--- config.mk ---
export PLATFORM = sky130hd
export DESIGN_NAME = spart_rx_fifo
export DESIGN_NICKNAME = d
export VERILOG_FILES = /design/src/rtl/spart_pkg.sv /design/src/rtl/spart_sync_fifo.sv /design/src/rtl/spart_rx_fifo.sv
export SDC_FILE = /design/constraint.sdc
export NUM_CORES = 1
export LEC_CHECK = 0
export ABC_AREA = 1
export CAP_MARGIN = 20
export CORE_AREA = 2 2 109 111
export CTS_BUF_LIST = sky130_fd_sc_hd__clkbuf_4 sky130_fd_sc_hd__clkbuf_8
export DETAILED_ROUTE_END_ITERATION = 12
export DIE_AREA = 0 0 111 113
export PLACE_DENSITY = 0.78
export SYNTH_ARGS = -nofsm -noshare
export SYNTH_HDL_FRONTEND = slang
export SYNTH_SLANG_ARGS = --single-unit
--- constraint.sdc ---
create_clock -name clk -period 6.3 [get_ports clk]
set_input_delay 1.26 -clock clk [delete_from_list [all_inputs] [get_ports clk]]
set_output_delay 1.26 -clock clk [all_outputs]
set_load 0.01 [all_outputs]
--- src/rtl/spart_pkg.sv ---
// Shared SPART definitions: parity modes, receive FSM states and divisor width.
// The transmit side uses this package as well.
package spart_pkg;

    localparam int DIV_W = 16;

    typedef enum logic [1:0] {
        NONE = 2'd0,
        EVEN = 2'd1,
        ODD  = 2'd2
    } parity_e;

    typedef enum logic [2:0] {
        IDLE,
        START,
        DATA,
        PAR,
        STOP,
        BRK
    } rx_state_e;

endpackage

--- src/rtl/spart_sync_fifo.sv ---
// Show-ahead synchronous FIFO with occupancy count and a drop strobe for pushes into a full buffer.
// A pop in the same cycle as a push into a full FIFO frees the slot, so the push lands.
module spart_sync_fifo #(
    parameter int W     = 8,
    parameter int DEPTH = 8
) (
    input  logic                     clk,
    input  logic                     rst_n,
    input  logic                     push_i,
    input  logic [W-1:0]             wdata_i,
    input  logic                     pop_i,
    output logic [W-1:0]             rdata_o,
    output logic                     empty_o,
    output logic [$clog2(DEPTH):0]   count_o,
    output logic                     drop_o
);

    localparam int AW = $clog2(DEPTH);

    logic [AW:0]   wptr_q, rptr_q;
    logic [W-1:0]  mem_q [DEPTH];
    logic          full, do_pop, do_push;

    assign empty_o = (wptr_q == rptr_q);
    assign full    = (wptr_q[AW] != rptr_q[AW]) && (wptr_q[AW-1:0] == rptr_q[AW-1:0]);
    assign do_pop  = pop_i && !empty_o;
    assign do_push = push_i && (!full || do_pop);
    assign drop_o  = push_i && !do_push;
    assign count_o = wptr_q - rptr_q;
    assign rdata_o = empty_o ? '0 : mem_q[rptr_q[AW-1:0]];

    always_ff @(posedge clk or negedge rst_n) begin
        if (!rst_n) begin
            wptr_q <= '0;
            rptr_q <= '0;
        end else begin
            if (do_push) wptr_q <= wptr_q + 1'b1;
            if (do_pop)  rptr_q <= rptr_q + 1'b1;
        end
    end

    always_ff @(posedge clk) begin
        if (do_push) mem_q[wptr_q[AW-1:0]] <= wdata_i;
    end

endmodule

--- src/rtl/spart_rx_fifo.sv ---
// SPART receiver: oversampling framer with optional parity, sticky error flags,
// and a show-ahead receive FIFO.
module spart_rx_fifo
    import spart_pkg::*;
#(
    parameter int DATA_W     = 8,
    parameter int FIFO_DEPTH = 8,
    parameter int PARITY     = 0,
    parameter int OVS        = 16
) (
    input  logic                            clk,
    input  logic                            rst_n,
    input  logic [DIV_W-1:0]                divisor,
    input  logic                            rxd,
    input  logic                            rd_en,
    input  logic                            err_clr,
    output logic [DATA_W-1:0]               rd_data,
    output logic                            rda,
    output logic [$clog2(FIFO_DEPTH):0]     fifo_count,
    output logic                            frame_err,
    output logic                            parity_err,
    output logic                            overrun
);

    localparam int      SCW   = $clog2(OVS);
    localparam int      BCW   = $clog2(DATA_W + 1);
    localparam parity_e PMODE = parity_e'(PARITY);

    logic              sync1_q, rxs_q, rxs_prev_q;
    logic              fall, tick;
    logic [DIV_W-1:0]  tcnt_q;
    rx_state_e         state_q;
    logic [SCW-1:0]    sc_q;
    logic [BCW-1:0]    bc_q;
    logic [DATA_W-1:0] shreg_q;
    logic              par_bad_q, push_q, fe_set_q, pe_set_q;
    logic              fifo_empty, fifo_drop;

    always_ff @(posedge clk or negedge rst_n) begin
        if (!rst_n) begin
            sync1_q    <= 1'b1;
            rxs_q      <= 1'b1;
            rxs_prev_q <= 1'b1;
        end else begin
            sync1_q    <= rxd;
            rxs_q      <= sync1_q;
            rxs_prev_q <= rxs_q;
        end
    end

    assign fall = rxs_prev_q && !rxs_q;
    assign tick = (tcnt_q == '0);

    // The start edge realigns the tick phase so sample points are centred on the bits.
    always_ff @(posedge clk or negedge rst_n) begin
        if (!rst_n)                        tcnt_q <= '0;
        else if (state_q == IDLE && fall)  tcnt_q <= divisor;
        else if (tick)                     tcnt_q <= divisor;
        else                               tcnt_q <= tcnt_q - DIV_W'(1);
    end

    always_ff @(posedge clk or negedge rst_n) begin
        if (!rst_n) begin
            state_q   <= IDLE;
            sc_q      <= '0;
            bc_q      <= '0;
            shreg_q   <= '0;
            par_bad_q <= 1'b0;
            push_q    <= 1'b0;
            fe_set_q  <= 1'b0;
            pe_set_q  <= 1'b0;
        end else begin
            push_q   <= 1'b0;
            fe_set_q <= 1'b0;
            pe_set_q <= 1'b0;
            case (state_q)
                IDLE: if (fall) begin
                    sc_q    <= '0;
                    state_q <= START;
                end
                START: if (tick) begin
                    if (sc_q == SCW'(OVS/2 - 1)) begin
                        sc_q <= '0;
                        bc_q <= '0;
                        state_q <= rxs_q ? IDLE : DATA;
                    end else begin
                        sc_q <= sc_q + 1'b1;
                    end
                end
                DATA: if (tick) begin
                    if (sc_q == SCW'(OVS - 1)) begin
                        sc_q    <= '0;
                        shreg_q <= {rxs_q, shreg_q[DATA_W-1:1]};
                        if (bc_q == BCW'(DATA_W - 1)) begin
                            par_bad_q <= 1'b0;
                            state_q   <= (PMODE != NONE) ? PAR : STOP;
                        end else begin
                            bc_q <= bc_q + 1'b1;
                        end
                    end else begin
                        sc_q <= sc_q + 1'b1;
                    end
                end
                PAR: if (tick) begin
                    if (sc_q == SCW'(OVS - 1)) begin
                        sc_q      <= '0;
                        par_bad_q <= ((^shreg_q) ^ rxs_q) != (PMODE == ODD);
                        state_q   <= STOP;
                    end else begin
                        sc_q <= sc_q + 1'b1;
                    end
                end
                STOP: if (tick) begin
                    if (sc_q == SCW'(OVS - 1)) begin
                        sc_q <= '0;
                        if (!rxs_q) begin
                            fe_set_q <= 1'b1;
                            state_q  <= BRK;
                        end else begin
                            pe_set_q <= par_bad_q;
                            push_q   <= !par_bad_q;
                            state_q  <= IDLE;
                        end
                    end else begin
                        sc_q <= sc_q + 1'b1;
                    end
                end
                BRK: if (rxs_q) state_q <= IDLE;
                default: state_q <= IDLE;
            endcase
        end
    end

    // shreg_q is stable until the next character's first data sample, so it feeds the FIFO directly.
    spart_sync_fifo #(
        .W     (DATA_W),
        .DEPTH (FIFO_DEPTH)
    ) u_fifo (
        .clk     (clk),
        .rst_n   (rst_n),
        .push_i  (push_q),
        .wdata_i (shreg_q),
        .pop_i   (rd_en),
        .rdata_o (rd_data),
        .empty_o (fifo_empty),
        .count_o (fifo_count),
        .drop_o  (fifo_drop)
    );

    assign rda = !fifo_empty;

    always_ff @(posedge clk or negedge rst_n) begin
        if (!rst_n) begin
            frame_err  <= 1'b0;
            parity_err <= 1'b0;
            overrun    <= 1'b0;
        end else begin
            if (fe_set_q)       frame_err  <= 1'b1;
            else if (err_clr)   frame_err  <= 1'b0;
            if (pe_set_q)       parity_err <= 1'b1;
            else if (err_clr)   parity_err <= 1'b0;
            if (fifo_drop)      overrun    <= 1'b1;
            else if (err_clr)   overrun    <= 1'b0;
        end
    end

endmodule
Word level (Yosys, flattened, before mapping)
Memory sizes are Yosys's and may differ from the RTL's. Index checks and enable logic that the tools add are counted.

Register bits: 53. Memory bits (writable): 64. Bits of input ports: 21. Output and inout port bits: 16. Logic and storage cells: 129. Memories: 1.

Add/sub/neg operators: 6. Equal/unequal tests: 24. Mux-type cells: 53. Bitwise operators: 1. Reduce and logical (&&, ||, !) cells: 27.

Memories: u_fifo.mem_q (depth 8, bits a word 8, rd ports 1, clocked after memory_dff 0, wr ports 1, line spart_sync_fifo.sv:21) `logic [W-1:0] mem_q [DEPTH];`.

Operator list (number): $mux 4 (10); $mux 3 (12); $mux 16 (2); $ne 2x2->1 const B (12); $mux 1 (23); $pmux 3 s6 (1); $add 4x1->4 const B (4); $logic_not 16->1 (1); $sub 16x1->16 const B (1); $pmux 4 s3 (1); $reduce_and 6->1 (2); $reduce_and 11->1 (1); $reduce_bool 2->1 (5); $eq 4x3->1 const B (2); $mux 8 (1); $pmux 4 s2 (1); $reduce_xor 8->1 (1); $eq 3x2->1 const B (2); $eq 3x3->1 const B (2); $logic_and 1x1->1 (6); $logic_not 1->1 (5); $eq 4x4->1 (1); $eq 4x4->1 const B (1); $reduce_and 4->1 (1); 13 further kinds (13).

Logic depth before layout (Yosys ltp)
Word-level depth: 8. Depth in mapped cells: 11. Depth with buffers taken out: 10.

Modules after synthesis
Synthesis repeated with hierarchy kept, for this count alone.

Cell total of the unflattened synthesis: 708. Area total of the unflattened synthesis: 6080.8 µm².

By module, submodules not included: spart_sync_fifo (instances 1, cells each 366, area an instance 3492.1 µm², seq. area each 2122.0 µm²); spart_rx_fifo (instances 1, cells each 342, area an instance 2588.7 µm², seq. area each 1129.8 µm²).

Worst setup path before layout
No wires, ideal clock.

Kind: reg-to-output. Start: register u_fifo.rptr_q[2]. End: output rd_data[0]. Data arrival time: 1.883 ns. Data required time: 5.040 ns. Slack: 3.157 ns. Cell stages (with the launch flop): 10. Path buffers: 2. Path through: dfrtp_1 > clkbuf_1 > clkinv_1 > ha_1 > nand3_1 > nor2_1 > inv_1 > buf_2 > o21ai_0 > nor2_1.

Word-level cells in the longest chain between the ends: 2. Elaborated cells between the ends (all ways): 3. Classes of those cells: eq/ne: 1; mux: 1; memory: 1.

Ends and longest elaborated chain: from (decl) (line spart_sync_fifo.sv:20) `logic [AW:0] wptr_q, rptr_q;`; from (signal assigned) (line spart_sync_fifo.sv:38) `if (do_pop) rptr_q <= rptr_q + 1'b1;`; $mem_v2 8x8 / $eq 4x4->1 (equally long branches); $mux 8 * (line spart_sync_fifo.sv:30) `assign rdata_o = empty_o ? '0 : mem_q[rptr_q[AW-1:0]];`; to (decl) (line spart_rx_fifo.sv:17) `output logic [DATA_W-1:0] rd_data,`.

Mark *: on every way between the ends. The rest lies on a longest branch, timed or not.

Final worst setup path
Start: register u_fifo.rptr_q[1]. End: output rd_data[7].

The elaborated chain is that of the path after synthesis.

==> results.sh <==
export IMPL_dp_cells=751
export IMPL_max_cap_viol_count=0
export IMPL_syn_nets=614
export IMPL_post_cts_buffers=0
export IMPL_syn_avg_cell_area_um2=9.51
export IMPL_die_w_um=111
export IMPL_ys_flop_type="edfxtp_1"
export IMPL_rsz0062_at_grt="false"
export IMPL_ir_drop_mv=0.248
export IMPL_max_freq_mhz=221
export IMPL_hold_depth=0
export IMPL_crit_buf_inv=3
export IMPL_period_needed_ns=4.52
export IMPL_htreeDepth=4
export IMPL_endpoint_kind="primary output"
export IMPL_fp_row_count=39
export IMPL_yosysSeqAreaShare_pct=58.6
export IMPL_p_seq_share_pct=38.6
export IMPL_p_sw_mw=0.943
export IMPL_min_period_over_period_pct=71.8
export IMPL_grt_pass1_wl_mm=19.8
export IMPL_wl_mm=12.0
export IMPL_port_buffers=36
export IMPL_final_cells=783
export IMPL_power_leakage_nw=2.72
export IMPL_ctsResizeCount=0
export IMPL_grt_overflow=0
export IMPL_switching_share_pct=37.1
export IMPL_clock_latency_ns=0.42
export IMPL_core_um2=11300
export IMPL_cpPeakStageDelay_ns=0.69
export IMPL_area_growth_pct=14.7
export IMPL_numClockSinks=117
export IMPL_syn_instance_count=583
export IMPL_gr_usage_all_layers_pct=20.1
export IMPL_worstSetupPathDepth=8
export IMPL_final_hold_viol_count=0
export IMPL_layout_commonest_cell="nand2_1"
export IMPL_drv_slew=0
export IMPL_avgViaCountPerCell=5.38
export IMPL_num_vias=4216
export IMPL_dp_hpwl_mm=8.36
export IMPL_worst_slew_pin_transition_ns=0.943
export IMPL_synth_seq_cells=117
export IMPL_antenna_found_initial=0
export IMPL_drcViolationCount=0
export IMPL_start_util_pct=49.2
export IMPL_finalWeightedCongestion=0.854
export IMPL_die_area_um2=12500
export IMPL_synth_edf_count=64
export IMPL_outcome="finished clean"
export IMPL_ys_types=37
export IMPL_grt_max_degree=54
export IMPL_intPower_mw=1.60
export IMPL_finalClockSkew_ns=0.0123
export IMPL_powerDensity_nw_per_um2=399
export IMPL_setup_viol=0
export IMPL_drive_above_1_share_pct=10.9
export IMPL_die_h_um=113
export IMPL_critPathLaunchType="flip-flop"
export IMPL_clk_pin_slew_worst_paths_ns=0.06
export IMPL_antenna_left=0
export IMPL_finalSetupTns_ns=0
export IMPL_async_flop_share_pct=45.3
export IMPL_slew_headroom_pct=37.1
export IMPL_hold_buffers=0
export IMPL_yosys_warnings=0
export IMPL_crit_path_max_fanout=20
export IMPL_clock_root_buffer="clkbuf_8"
export IMPL_cts_tree="done"
export IMPL_required_ns=5.04
export IMPL_clock_path_buffers=2
export IMPL_hp_class="flip-flop to flip-flop"
export IMPL_cp_data_arrival_time_ns=3.26
export IMPL_drtPass1Iterations=5
export IMPL_crit_family="buffers and inverters"
export IMPL_worstRegToRegCells=9
export IMPL_crit_path_top_delay_cell="dfrtp_1"
export IMPL_antennaDiodeCount=0
export IMPL_crit_chain="inv_1 -> ha_1 -> nand3_1 -> nor2_1 -> inv_1 -> o21ai_0 -> nor2_1 -> clkdlybuf4s50_1"
export IMPL_drt_iter0_drc=312
export IMPL_netlist_area_um2=5550
export IMPL_routedWlPerCell_um=15.3
export IMPL_nets=658
export IMPL_p_comb_share_pct=38.8
export IMPL_grt_pass1_vias=4202
export IMPL_final_cell_mix="nand2_1 (123), nor2_1 (95), edfxtp_1 (64), dfrtp_1 (50), o21ai_0 (48)"
export IMPL_cts_buffers=17
export IMPL_io_pins=37
export IMPL_clkPwrFrac_pct=22.6
export IMPL_crit_type="flip-flop to primary output"
## area by class of cell
type / count / area [um^2]
Fill cell: 969 / 4910
Sequential cell: 117 / 3250
Multi-Input combinational cell: 404 / 2040
Timing Repair Buffer: 39 / 378
Clock buffer: 25 / 294
Inverter: 48 / 180
Tap cell: 143 / 179
Clock inverter: 7 / 37.5
## synthesized netlist by cell type (2+ instances only)
| master | n | area share (%) |
|---|---|---|
| clkbuf_1 | 9 | 0.61 |
| nand2_2 | 6 | 0.68 |
| edfxtp_1 | 64 | 35 |
| nand3b_1 | 2 | 0.27 |
| nand3_1 | 32 | 2.9 |
| dfstp_2 | 3 | 1.4 |
| o21ai_2 | 5 | 0.79 |
| dfrtp_1 | 50 | 23 |
| o21bai_1 | 2 | 0.27 |
| nand2_1 | 123 | 8.3 |
| xor2_1 | 14 | 2.2 |
| nand4_1 | 2 | 0.23 |
| xnor2_1 | 6 | 0.95 |
| o22ai_1 | 16 | 1.8 |
| buf_6 | 2 | 0.41 |
| o21ai_1 | 13 | 1.2 |
| nor2_1 | 95 | 6.4 |
| buf_2 | 3 | 0.27 |
| a21oi_1 | 11 | 0.99 |
| inv_2 | 9 | 0.61 |
| nor2_2 | 6 | 0.68 |
| ha_1 | 9 | 2.0 |
| o21ai_0 | 48 | 4.3 |
| nor3_1 | 3 | 0.27 |
| inv_1 | 38 | 2.6 |
## state kept, by name, indices dropped and copies added (netlist names)
register	cells
pe_set_q	1
tcnt_q	16
frame_err	1
rxs_q	1
sc_q	4
bc_q	4
shreg_q	8
sync1_q	1
parity_err	1
u_fifo.mem_q	64
state_q	3
par_bad_q	1
overrun	1
rxs_prev_q	1
fe_set_q	1
u_fifo.wptr_q	4
u_fifo.rptr_q	4
push_q	1
## final timing paths
path / startpoint / end / slack (ns)
min reg2reg: sync1_q / rxs_q / 0.36
max: u_fifo.rptr_q[1] / rd_data[7] / 1.78
max in group asynchronous: rst_n / sc_q[2] / 4.87
min in group asynchronous: rst_n / bc_q[1] / 0.94
min: sync1_q / rxs_q / 0.36
max reg2reg: u_fifo.rptr_q[1] / u_fifo.mem_q[0][1] / 3.06
## per-stage QoR
| stage | instance area (um^2) | total power [mW] | hold slack [ns] | utilization, % | worst slack, ns |
|---|---|---|---|---|---|
| floorplan | 5550 | 1.63 | 0.345 | - | 3.16 |
| global placement | 6030 | 1.95 | 0.346 | 53.5 | 2.39 |
| detailed placement | 6030 | 1.98 | 0.348 | 53.5 | 2.26 |
| CTS | 6360 | 2.56 | 0.358 | 56.5 | 1.80 |
| global route | 6360 | 2.71 | 0.365 | 56.5 | 1.52 |
| finish | 6360 | 2.54 | 0.357 | 56.5 | 1.78 |
## per-layer routing
| metal | track usage, % | part of all wire, % |
|---|---|---|
| met5 | 0 | 0 |
| met4 | 10.3 | 2.7 |
| met3 | 4.07 | 5.6 |
| met2 | 33.7 | 49 |
| met1 | 24.9 | 43 |
## power by group through the flow
stage	Clock [mW]	Sequential, mW	Combinational, mW
2_1_floorplan	0	0.967	0.667
3_3_place_gp	0	0.989	0.960
3_5_place_dp	0	0.994	0.982
4_1_cts	0.589	0.979	0.989
5_1_grt	0.621	0.993	1.10
6_report	0.575	0.981	0.986
## cells by family after synthesis
kind of cell             after synthesis  synth area share [%]
buffers and inverters                 62                  4.53
AND/OR/NAND/NOR                      275                  21.0
flip-flops                           117                  58.6
XOR/XNOR                              20                  3.16
adder cells (fa/ha/maj)               10                  2.39
AO/OA/AOI/OAI                         99                  10.2
## worst reg2reg max path, stage by stage (launching register included)
cell and delay (ns):
dfrtp_1 0.69, inv_1 0.44, ha_1 0.43, nand3_1 0.10
nor2_1 0.08, nand2_1 0.08, nand2_1 0.08, inv_1 0.13
nand2_1 0.14, nor2_1 0.68
(Power assumes the default switching activity.)
